### config.mk
export PLATFORM = sky130hd
export DESIGN_NAME = bridge_rx
export DESIGN_NICKNAME = d
export VERILOG_FILES = /design/src/rtl/bridge_pkg.sv /design/src/rtl/ascii_hex_decode.sv /design/src/rtl/bridge_rx.sv
export SDC_FILE = /design/constraint.sdc
export NUM_CORES = 1
export LEC_CHECK = 0
export BUFFER_PORTS_ARGS = -buffer_cell sky130_fd_sc_hd__buf_2
export CAP_MARGIN = 20
export CORE_MARGIN = 4
export CORE_UTILIZATION = 40
export DETAILED_ROUTE_END_ITERATION = 10
export SYNTH_ARGS = -nofsm -noshare
export SYNTH_HDL_FRONTEND = slang
export SYNTH_SLANG_ARGS = --single-unit
### constraint.sdc
create_clock -name clk -period 2.05 [get_ports clk]
set_input_delay 0.1025 -clock clk [delete_from_list [all_inputs] [get_ports clk]]
set_output_delay 0.1025 -clock clk [all_outputs]
set_load 0.005 [all_outputs]
### src/rtl/bridge_pkg.sv
// Shared definitions for the ASCII command bridge receiver.
// Holds the message framing constants, the receive FSM state type and a small
// terminator helper used by bridge_rx.
package bridge_pkg;

  localparam logic [7:0] PREAMBLE_READ  = 8'h52;  // 'R'
  localparam logic [7:0] PREAMBLE_WRITE = 8'h57;  // 'W'
  localparam logic [7:0] CR             = 8'h0D;
  localparam logic [7:0] LF             = 8'h0A;

  typedef enum logic [1:0] {
    IDLE,
    ADDR,
    DATA,
    EOL
  } rx_state_e;

  function automatic logic is_term(input logic [7:0] b);
    return (b == CR) || (b == LF);
  endfunction

endpackage

### src/rtl/ascii_hex_decode.sv
// Combinational ASCII hex-digit decoder.
// Ports:
//   data    - input byte
//   is_hex  - 1 when data is 0-9, A-F or a-f
//   nibble  - decoded digit value, 0 when is_hex is 0
module ascii_hex_decode (
  input  logic [7:0] data,
  output logic       is_hex,
  output logic [3:0] nibble
);

  always_comb begin
    is_hex = 1'b0;
    nibble = 4'h0;
    if (data >= 8'h30 && data <= 8'h39) begin
      is_hex = 1'b1;
      nibble = data[3:0];
    end else if ((data >= 8'h41 && data <= 8'h46) || (data >= 8'h61 && data <= 8'h66)) begin
      // 'A'/'a' have low nibble 1, so offset by 9 to land on 10.
      is_hex = 1'b1;
      nibble = data[3:0] + 4'd9;
    end
  end

endmodule

### src/rtl/bridge_rx.sv
// ASCII command receiver: parses "R<addr>\r" and "W<addr><data>\r" byte
// streams from a UART receiver into a decoded bus request.
// Optional feature macro: BRIDGE_RX_ERROR_EN adds error_o, a one-cycle pulse
// one cycle after any aborted message.
// Ports:
//   clk, rst   - clock, synchronous active-high reset
//   data_i     - received byte, qualified by valid_i
//   valid_i    - one-cycle byte strobe, always consumed
//   addr_o     - decoded address, held until the next request
//   data_o     - decoded write data (zero for reads)
//   rw_o       - 1 = write, 0 = read
//   valid_o    - one-cycle pulse when addr_o/data_o/rw_o carry a new request
//   error_o    - (BRIDGE_RX_ERROR_EN only) abort pulse
module bridge_rx
  import bridge_pkg::*;
#(
  parameter int unsigned ADDR_WIDTH = 16,
  parameter int unsigned DATA_WIDTH = 16
) (
  input  logic                  clk,
  input  logic                  rst,
  input  logic [7:0]            data_i,
  input  logic                  valid_i,
  output logic [ADDR_WIDTH-1:0] addr_o,
  output logic [DATA_WIDTH-1:0] data_o,
  output logic                  rw_o,
  output logic                  valid_o
`ifdef BRIDGE_RX_ERROR_EN
  ,
  output logic                  error_o
`endif
);

  localparam int unsigned AddrDigits = ADDR_WIDTH / 4;
  localparam int unsigned DataDigits = DATA_WIDTH / 4;
  localparam int unsigned MaxDigits  = (AddrDigits > DataDigits) ? AddrDigits : DataDigits;
  localparam int unsigned CntW       = $clog2(MaxDigits + 1);

  localparam logic [CntW-1:0] AddrLast = CntW'(AddrDigits - 1);
  localparam logic [CntW-1:0] DataLast = CntW'(DataDigits - 1);

  rx_state_e             state_q, state_d;
  logic [ADDR_WIDTH-1:0] addr_sr_q, addr_sr_d;
  logic [DATA_WIDTH-1:0] data_sr_q, data_sr_d;
  logic                  is_write_q, is_write_d;
  logic [CntW-1:0]       cnt_q, cnt_d;
  logic                  issue;

  logic       is_hex;
  logic [3:0] nibble;
  logic       is_pre;

  ascii_hex_decode u_hex (
    .data   (data_i),
    .is_hex (is_hex),
    .nibble (nibble)
  );

  assign is_pre = (data_i == PREAMBLE_READ) || (data_i == PREAMBLE_WRITE);

  always_comb begin
    state_d    = state_q;
    addr_sr_d  = addr_sr_q;
    data_sr_d  = data_sr_q;
    is_write_d = is_write_q;
    cnt_d      = cnt_q;
    issue      = 1'b0;
    if (valid_i) begin
      if (is_pre) begin
        // A preamble restarts parsing from any state; clear digits so an
        // abandoned message leaves nothing behind.
        state_d    = ADDR;
        is_write_d = (data_i == PREAMBLE_WRITE);
        addr_sr_d  = '0;
        data_sr_d  = '0;
        cnt_d      = '0;
      end else begin
        unique case (state_q)
          IDLE: ;  // stray bytes, including a trailing LF, are dropped
          ADDR: begin
            if (is_hex) begin
              addr_sr_d = (addr_sr_q << 4) | ADDR_WIDTH'(nibble);
              if (cnt_q == AddrLast) begin
                cnt_d   = '0;
                state_d = is_write_q ? DATA : EOL;
              end else begin
                cnt_d = cnt_q + CntW'(1);
              end
            end else begin
              state_d = IDLE;
            end
          end
          DATA: begin
            if (is_hex) begin
              data_sr_d = (data_sr_q << 4) | DATA_WIDTH'(nibble);
              if (cnt_q == DataLast) begin
                cnt_d   = '0;
                state_d = EOL;
              end else begin
                cnt_d = cnt_q + CntW'(1);
              end
            end else begin
              state_d = IDLE;
            end
          end
          EOL: begin
            state_d = IDLE;
            issue   = is_term(data_i);
          end
          default: state_d = IDLE;
        endcase
      end
    end
  end

  always_ff @(posedge clk) begin
    if (rst) begin
      state_q    <= IDLE;
      addr_sr_q  <= '0;
      data_sr_q  <= '0;
      is_write_q <= 1'b0;
      cnt_q      <= '0;
      valid_o    <= 1'b0;
      rw_o       <= 1'b0;
      addr_o     <= '0;
      data_o     <= '0;
    end else begin
      state_q    <= state_d;
      addr_sr_q  <= addr_sr_d;
      data_sr_q  <= data_sr_d;
      is_write_q <= is_write_d;
      cnt_q      <= cnt_d;
      valid_o    <= issue;
      if (issue) begin
        addr_o <= addr_sr_q;
        data_o <= is_write_q ? data_sr_q : '0;
        rw_o   <= is_write_q;
      end
    end
  end

`ifdef BRIDGE_RX_ERROR_EN
  logic abort;

  always_comb begin
    abort = 1'b0;
    if (valid_i && state_q != IDLE) begin
      if (is_pre) begin
        abort = 1'b1;
      end else if (state_q == EOL) begin
        abort = !is_term(data_i);
      end else begin
        abort = !is_hex;
      end
    end
  end

  always_ff @(posedge clk) begin
    if (rst) begin
      error_o <= 1'b0;
    end else begin
      error_o <= abort;
    end
  end
`endif

endmodule

# == Word-level counts from Yosys, hierarchy flattened ==
# Index checks and enable logic that the tools add are counted.
# W data, S select, Z words.
# classes
eq_ne,10
n_reduce_logical,17
shifts,0
multipliers,0
n_div,0
n_addsub,2
bitwise_logic,2
n_mux,25
n_lt_le_gt_ge,6
# ops
operator,count
$mux W16,7
$or A16 B4 Y16,2
$eq A8 B4 Y1 const B,2
$eq A8 B7 Y1 const B,2
$ge A8 B7 Y1 const B,2
$le A8 B7 Y1 const B,2
$mux W3,4
$mux W2,5
$reduce_and A3 Y1,3
$ge A8 B6 Y1 const B,1
$le A8 B6 Y1 const B,1
$mux W4,2
$ne A4 B4 Y1 const B,2
$reduce_bool A2 Y1,4
$mux W1,6
$pmux W2 S3,1
$add A4 B4 Y4 const B,1
$eq A2 B2 Y1 const B,2
$reduce_and A4 Y1,1
$reduce_bool A4 Y1,1
$add A3 B1 Y3 const B,1
$eq A3 B2 Y1 const B,1
$logic_and A1 B1 Y1,3
$logic_or A1 B1 Y1,3
other kinds (3),3
# totals
latchBits,0
mem_bits_ro,0
mem_bits_rw,0
regBits,72
memories,0
input_bits,11
elab_cells,71
output_inout_bits,34

# == Longest topological paths before layout ==
# Gate-level depths: netlist (run 1).
# depth
ltp_word,9
mapped_depth,8
depth_no_buf,7

# == Modules after synthesis ==
# From an unflattened synthesis (run 1), not the netlist that was laid out.
# unflattened
hier_cells,340
hier_area_um2,3002.9
# by_module_without_submodules
module,cells_per_inst,instances,area_per_inst_um2,seq_area_each_um2
bridge_rx,315,1,2798.9,1441.4
ascii_hex_decode,25,1,203.9,0.0

# == Worst setup path before layout (run 1) ==
# Ideal clock, no wire load.
# synth_path
path_type,input to register
startpoint,input data_i[1]
endpoint,register state_q[1]
n_path_buf,0
t_arrival_ns,1.521
required_ns,1.963
path_stages,7
setup_ns,0.087
path_slack_ns,0.441
cell_sequence,inv_1 > ha_1 > or3b_1 > nand3_1 > a21oi_1 > or4_1 > o31ai_1
# synth_via
elab_chain_cells,8
word_cells_on_any_way,23
cone_classes,order compare (6); eq/ne (4); mux (6); reduce/logical (7)
# synth_lines
element,line_no,text
start: declaration,bridge_rx.sv:22,"input logic [7:0] data_i,"
$ge A8 B7 Y1 or $le A8 B7 Y1 (tied branches),ascii_hex_decode.sv:18,end else if ((data >= 8'h41 && data <= 8'h46) || (data >= 8'h61 && data <= 8'h66)) begin
$logic_and A1 B1 Y1,ascii_hex_decode.sv:18,
$logic_or A1 B1 Y1,ascii_hex_decode.sv:18,
$mux W1,ascii_hex_decode.sv:18,
$mux W1,ascii_hex_decode.sv:15,if (data >= 8'h30 && data <= 8'h39) begin
"$mux W2, on equally long branches","bridge_rx.sv:94, bridge_rx.sv:81",
$pmux W2 S3,bridge_rx.sv:78,unique case (state_q)
$mux W2,bridge_rx.sv:69,if (is_pre) begin
end signal: assignment,bridge_rx.sv:128,state_q <= state_d;
end: declaration,bridge_rx.sv:42,"rx_state_e state_q, state_d;"
# Parallel ways exist; a longest one is shown, timed or not.
# A chain may end at the register's enable or synchronous reset.

# == Final worst setup path (run 1) ==
# layout_path
startpoint,register state_q[0]
endpoint,register data_o[14]
# layout_via
elab_chain_cells,4
# layout_lines
element,line_no,text
$eq A2 B2 Y1,bridge_rx.sv:78,
$mux W1,bridge_rx.sv:78,
$mux W1,bridge_rx.sv:69,
$mux W1,bridge_rx.sv:68,if (valid_i) begin
end signal: assignment,bridge_rx.sv:136,data_o <= is_write_q ? data_sr_q : '0;
end: declaration,bridge_rx.sv:25,"output logic [DATA_WIDTH-1:0] data_o,"
# No other way between the ends.

==> results.md, run 1 <==
* Most frequent cell after synthesis: dfxtp_1
* Status: finished, final reports clean
* Die height at 97.0 um
* GRT overflow at 0
* RePlAce Congestion at 0.837
* Core area at 0.00773 mm2
* PnR worst setup slack at 270 ps
* Slew Viols, Final at 0
* Wire length per cell at 12.9 um
* Worst Path Arrival at 2030 ps
* Worst Path Max Fanout at 33
* Logic pwr share at 4.5%
* Final period utilization at 86.8%
* Total negative setup slack at 0 ps
* Clk Latency, worst-skew pair at 340 ps
* HP Class: in -> reg
* Fillers at 804
* Largest net degree at the start of global routing at 40
* Fin crit period at 1780 ps
* Area Growth Syn to Fin at 15.3%
* Detailed Place HPWL at 4.47 mm
* Net count of the finished layout at 428
* Type of origin of the critical path: flop
* Final core occ at 47.2%
* Switching share of power at 22.5%
* Synth cell count leaders: dfxtp_1 (72), nand2_1 (54), nand3_1 (45)
* Post-DRT Antenna Nets at 0
* TritonCTS Buffers at 9
* Seq pwr share at 55.8%
* Area post-placement at 0.00348 mm2
* Vias in the first global route at 2,582
* Syn Inst Count at 372
* Required @ worst endpoint at 2300 ps
* CTS max path bufs at 2
* Yosys Warn Count at 0
* Clock slew at reported path FFs at 70 ps
* Final instance area at 0.00365 mm2
* RSZ-0062 raised after global routing: no
* H-tree depth at 3
* Max IR drop VDD at 0.323 mV
* Worst setup EP type: flop
* Die Span X at 97.0 um
* Skew final at 11.8 ps
* PortBufs at 44
* Net Switching at 0.000565 W
* Root buf cell: clkbuf_8
* Vias at 2,620
* Layout Cells excl Fill at 515
* Post-CTS setup buffer count at 0
* Number of library cell types mapped by synthesis at 47
* Rows at 32
* Pre-CTS setup slack at 150 ps
* CTS sink cnt at 72
* Setup violators final at 0
* Initial antenna violation count at 0
* Synth Cell Area at 0.00317 mm2
* Post-Syn Area per Cell at 8.51 um2
* DRT Pass-1 Iters at 4
* Total Wirelength at 6.65 mm
* LEAKAGE at 1.36 nW
* Seq/Total Area, Yosys at 45.5%
* Placed instance count at 500
* Initial DRC Count at 132
* Slew @ Worst Pin at 661 ps
* Fin. Hold Viols at 0
* PwrDens at 686 mW/mm2
* Clock power frac at 39.6%
* First-pass GRT wire length at 12.0 mm
* DR vias/cell at 5.09
* Num ports at 45
* Die area at 0.00940 mm2
* Cts repair resizes at 0
* Cell taking the most area after synthesis: dfxtp_1
* Fmax at 0.562 GHz
* Ys async rst share at 0%
* Syn_nets at 391
* Setup CP Type: reg -> reg
* Max_cap viols at 0
* CTS tree: yes
* Most frequently used flop master after synthesis: dfxtp_1
* Pint at 0.00194 W
* Largest cells by area after synthesis: dfxtp_1 (46%), nand3_1 (7.1%), a21oi_1 (6.6%)
* Yosys reg bits at 72
* Hold_buf cts at 0
* Layout cell share with drive strength beyond 1 at 19.6%
* Post-synth top area share at 45.5%
* Effective utilization at floorplan at 41.0%
* Drt drc at 0
* Number of flops mapped to enable cells by yosys at 0
* Rel. slew slack at 55.9%
* Number of diodes at 0
* Gr usage total at 15.0%
## power by group through the flow
stage / combinational, W / sequential, W / clock, W
after floorplan: 0.0000768 / 0.00143 / 0
after global placement: 0.000112 / 0.00143 / 0
after detailed placement: 0.000112 / 0.00143 / 0
after CTS: 0.000113 / 0.00140 / 0.00102
after global routing: 0.000125 / 0.00140 / 0.00109
final: 0.000113 / 0.00140 / 0.000993
## layout make-up
type / instances / area [um2] / area share (%)
Clock buffer: 13 / 159 / 4.35
Clock inverter: 2 / 15.0 / 0.411
Multi-Input combinational cell: 267 / 1550 / 42.5
Sequential cell: 72 / 1440 / 39.5
Timing Repair Buffer: 52 / 330 / 9.05
Tap cell: 102 / 128 / 3.50
Inverter: 7 / 26.3 / 0.720
## state kept, by name, indices dropped and copies added (netlist names)
register and flops:
valid_o 1, cnt_q 3, data_o 16, state_q 2
data_sr_q 16, addr_o 16, addr_sr_q 16, rw_o 1
is_write_q 1
## through the flow
| stage | power [W] | hold slack (ps) |
|---|---|---|
| 6_report | 0.00250 | 90.1 |
| 2_1_floorplan | 0.00151 | 257 |
| 4_1_cts | 0.00253 | 62.3 |
| 5_1_grt | 0.00261 | 82.2 |
| 3_5_place_dp | 0.00154 | 423 |
| 3_3_place_gp | 0.00154 | 420 |
## layer usage
metal | vias up | part of all wire (%) | wire, um | track usage, %
met2 | 59 | 46 | 3080 | 25.2
met1 | 1190 | 48 | 3180 | 18.6
li1 | 1364 | - | - | -
met5 | - | 0 | 0 | 0
met4 | 0 | 0.89 | 59 | 4.54
met3 | 7 | 4.9 | 329 | 4.47
## worst max-delay path, stage by stage (launching register included)
cell and delay, ps:
dfxtp_1 380, ha_1 230, inv_1 90, nor4_1 250, and4_1 300, buf_12 200
nand3_1 100, a21oi_1 160
## cell families after synthesis
| family | synth area share (%) |
|---|---|
| AND/OR/NAND/NOR | 27.2 |
| flip-flops | 45.5 |
| adder cells (fa/ha/maj) | 3.16 |
| AO/OA/AOI/OAI | 17.3 |
| multiplexers | 1.34 |
| buffers and inverters | 5.49 |
## cells in the final DEF (no fill, tap or decap), types with 2 or more instances in the layout
master      Yosys  layout
inv_1           6       6
ha_1            8       8
nor2_1         10      10
dfxtp_1        72      72
a31oi_2         2       2
nand2_1        54      54
nand2b_1       28      28
buf_12          0       4
clkbuf_1       13       2
buf_4           3       4
o21ai_0        26      26
o211ai_1        2       2
nor3b_1         4       4
clkinvlp_4      0       2
o22ai_1         2       2
mux2_2          2       2
buf_2           7      44
or4_1           2       2
nand3_1        45      45
nand4_1         4       4
clkbuf_8        3      11
a21oi_1        42      42
a21o_1          4       4
mux2i_1         2       2
and4_1          2       2
a211o_1         2       2
and3_1          2       2
o21ai_1         4       4
## final timing paths
check                          startpoint                 endpoint  slack [ps]  cells past startpoint
setup / recovery  state_q[0]$_SDFFE_PP0P_  data_o[14]$_SDFFE_PP0P_         270                      7
hold / removal                    valid_i    cnt_q[2]$_SDFFE_PP0P_          90                      2
setup reg to reg  state_q[0]$_SDFFE_PP0P_  data_o[14]$_SDFFE_PP0P_         270                      7
hold reg to reg   data_o[11]$_SDFFE_PP0P_  data_o[11]$_SDFFE_PP0P_         450                      2
(Power assumes the default switching activity.)
==> inputs of run 2 (changes only) <==
--- a/config.mk
+++ b/config.mk
@@ -9,7 +9,9 @@
 export CAP_MARGIN = 20
 export CORE_MARGIN = 4
 export CORE_UTILIZATION = 40
+export CTS_CLUSTER_DIAMETER = 60
 export DETAILED_ROUTE_END_ITERATION = 10
+export PLACE_DENSITY = 0.56
 export SYNTH_ARGS = -nofsm -noshare
 export SYNTH_HDL_FRONTEND = slang
 export SYNTH_SLANG_ARGS = --single-unit
==> run 2 against run 1 <==
  * Flip-flop and latch count did not move
  * Total power increased by 1.5%
  * Worst hold slack worse by 19 ps
  * Core utilization grew 0.26 points
  * Sequential power is essentially flat
  * Register-to-register slack better by 70 ps
  * Combinational power about the same
==> results.md, run 2 (synthesized netlist as in run 1, its figures left out) <==
* Status: finished, final reports clean
* H-tree depth at 3 (unchanged)
* Detailed-route wire length on metal 1 at 3.24 mm (+2.0%)
* Setup CP Type: reg -> reg
* Worst path slowest cell: dfxtp_1
* LEAKAGE at 1.38 nW (+1.1%)
* Initial antenna violation count at 0 (unchanged)
* TritonCTS Buffers at 9 (unchanged)
* Layout cell share with drive strength beyond 1 at 20.1% (+0.48 points)
* Reg2reg path depth at 7 (unchanged)
* Net count of the finished layout at 427 (-0.23%)
* Post-DRT Antenna Nets at 0 (unchanged)
* Highest metal used: met4
* PwrDens at 693 mW/mm2 (+0.94%)
* Max IR drop VDD at 0.347 mV (+7.4%)
* Min-Delay Path Depth at 2 (unchanged)
* Reg-to-Reg Start: state_q[0]$_SDFFE_PP0P_
* Type of origin of the critical path: flop
* Post-CTS setup buffer count at 0 (unchanged)
* Gr usage total at 14.9% (-0.12 points)
* Worst Path Arrival at 1980 ps (-50 ps)
* Fin. Hold Viols at 0 (unchanged)
* Area Growth Syn to Fin at 15.9%
* HP Class: in -> reg
* Slew @ Worst Pin at 476 ps (-186 ps)
* Net Switching at 0.000593 W (+5.0%)
* Hold_buf cts at 0 (unchanged)
* Worst Path Max Fanout at 33 (unchanged)
* RSZ-0062 raised after global routing: no
* Clock slew at reported path FFs at 80 ps (about the same)
* Met3 WL post-DR at 241 um (-27%)
* Most common cell after layout, fill and taps aside: dfxtp_1
* GRT overflow at 0 (unchanged)
* Slew Viols, Final at 0 (unchanged)
* Die height at 97.0 um (unchanged)
* Die area at 0.00940 mm2 (unchanged)
* Largest net degree at the start of global routing at 53 (+33%)
* Skew final at 9.77 ps (-2.07 ps)
* Most frequent cells in the layout: dfxtp_1 (72), nand2_1 (54), nand3_1 (45), buf_2 (44), a21oi_1 (42)
* Clock power frac at 40.5% (+0.9 points)
* Fmax at 0.585 GHz (+4.1%)
* Vias at 2,595 (-0.95%)
* Fin crit period at 1710 ps (-69.6 ps)
* Cts repair resizes at 0 (unchanged)
* Worst r2r dst: data_o[14]$_SDFFE_PP0P_
* Rel. slew slack at 68.3% (+12 points)
* Num ports at 45 (unchanged)
* Detailed Place HPWL at 4.51 mm (+0.81%)
* Final instance area at 0.00367 mm2 (+0.55%)
* Min-delay src: valid_i
* Number of diodes at 0 (unchanged)
* Logic pwr share at 4.5% (about the same)
* Required @ worst endpoint at 2320 ps (+20 ps)
* Effective utilization at floorplan at 41.0% (unchanged)
* Worst setup EP type: flop
* Drt drc at 0 (unchanged)
* Switching share of power at 23.3% (+0.78 points)
* Met2 WL post-DR at 3.19 mm (+3.5%)
* Die Span X at 97.0 um (unchanged)
* Max_cap viols at 0 (unchanged)
* Final period utilization at 83.4% (-3.4 points)
* Core area at 0.00773 mm2 (unchanged)
* Crit-path cells: ha_1, inv_1, nor4_2, and4_1, buf_12, nand3_1, a21oi_1
* Total negative setup slack at 0 ps (unchanged)
* DR vias/cell at 5.04 (-0.95%)
* Setup violators final at 0 (unchanged)
* R2R Setup Slk at 340 ps (+70 ps)
* Vias in the first global route at 2,422 (-6.2%)
* Seq pwr share at 55.0% (-0.8 points)
* DRT Pass-1 Iters at 4 (unchanged)
* Total Wirelength at 6.77 mm (+1.9%)
* Hold-critical path endpoint: cnt_q[2]$_SDFFE_PP0P_
* Root buf cell: clkbuf_8
* Wire length per cell at 13.2 um (+1.9%)
* Area post-placement at 0.00348 mm2 (+0.14%)
* Clk Latency, worst-skew pair at 340 ps (about the same)
* Pint at 0.00195 W (+0.47%)
* CTS tree: yes
* PortBufs at 44 (unchanged)
* Rows at 32 (unchanged)
* First-pass GRT wire length at 11.6 mm (-3.1%)
* Initial DRC Count at 88 (-33%)
* CTS sink cnt at 72 (unchanged)
* CTS max path bufs at 2 (unchanged)
* Crit-path max cell delay at 380 ps (about the same)
* RePlAce Congestion at 0.836 (about the same)
-- run 2: cell types whose count changed in the layout (fill, tap and decap cells not counted) --
| cell | previous run | this run |
|---|---|---|
| buf_12 | 4 | 5 |
| nor4_2 | 0 | 1 |
| clkinv_4 | 0 | 1 |
| clkbuf_1 | 2 | 1 |
| buf_4 | 4 | 2 |
| clkinvlp_4 | 2 | 0 |
| nor4_1 | 1 | 0 |
| clkinv_2 | 0 | 2 |
| inv_6 | 0 | 1 |
-- run 2: worst max-delay path, delay by kind of cell, from the launching register on --
kind,cells,cell delay (ps)
adders and majority gates,1,230
and+or+nand+nor,3,570
AOI/OAI and AO/OA,1,140
DFF,1,380
buffers and inverters,2,300
-- run 2: final cells by class --
| class | instances | area, um2 |
|---|---|---|
| Multi-Input combinational cell | 267 | 1560 |
| Sequential cell | 72 | 1440 |
| Tap cell | 102 | 128 |
| Clock buffer | 12 | 155 |
| Inverter | 7 | 26.3 |
| Timing Repair Buffer | 51 | 335 |
| Clock inverter | 4 | 27.5 |
| Fill cell | 806 | 4060 |
-- run 2: worst max-delay path by stage --
stage / from / slack (ps) / cells past startpoint / end
finish: state_q[0]$_SDFFE_PP0P_ / 340 / 7 / data_o[14]$_SDFFE_PP0P_
global route: state_q[0]$_SDFFE_PP0P_ / 130 / 7 / data_o[14]$_SDFFE_PP0P_
CTS: state_q[0]$_SDFFE_PP0P_ / 220 / 7 / data_o[14]$_SDFFE_PP0P_
detailed placement: data_i[1] / 170 / 8 / state_q[1]$_SDFFE_PP0P_
global placement: data_i[1] / 220 / 8 / state_q[1]$_SDFFE_PP0P_
floorplan: data_i[1] / 440 / 7 / state_q[1]$_SDFFE_PP0P_
-- run 2: power by group through the flow --
stage	registers [W]	logic, W	clock network, W
global route	0.00140	0.000127	0.00112
finish	0.00140	0.000115	0.00103
CTS	0.00140	0.000116	0.00107
global placement	0.00143	0.000115	0
floorplan	0.00143	0.0000768	0
detailed placement	0.00143	0.000116	0
-- run 2: per-stage QoR --
stage / setup WS, ps / utilization (%) / hold slack [ps] / cells / power (W)
2_1_floorplan: 441 / - / 257 / 372 / 0.00151
3_3_place_gp: 219 / 45.0 / 432 / 499 / 0.00155
3_5_place_dp: 168 / 45.0 / 425 / 499 / 0.00155
4_1_cts: 224 / 47.4 / 57.2 / 515 / 0.00258
5_1_grt: 133 / 47.5 / 95.7 / 515 / 0.00264
6_report: 340 / 47.5 / 71.3 / 515 / 0.00254
-- run 2: per-layer routing --
layer	global-route usage, %	vias to the layer above
met5	0	-
met4	6.16	0
met3	4.18	8
met2	24.1	39
met1	18.6	1176
li1	-	1372
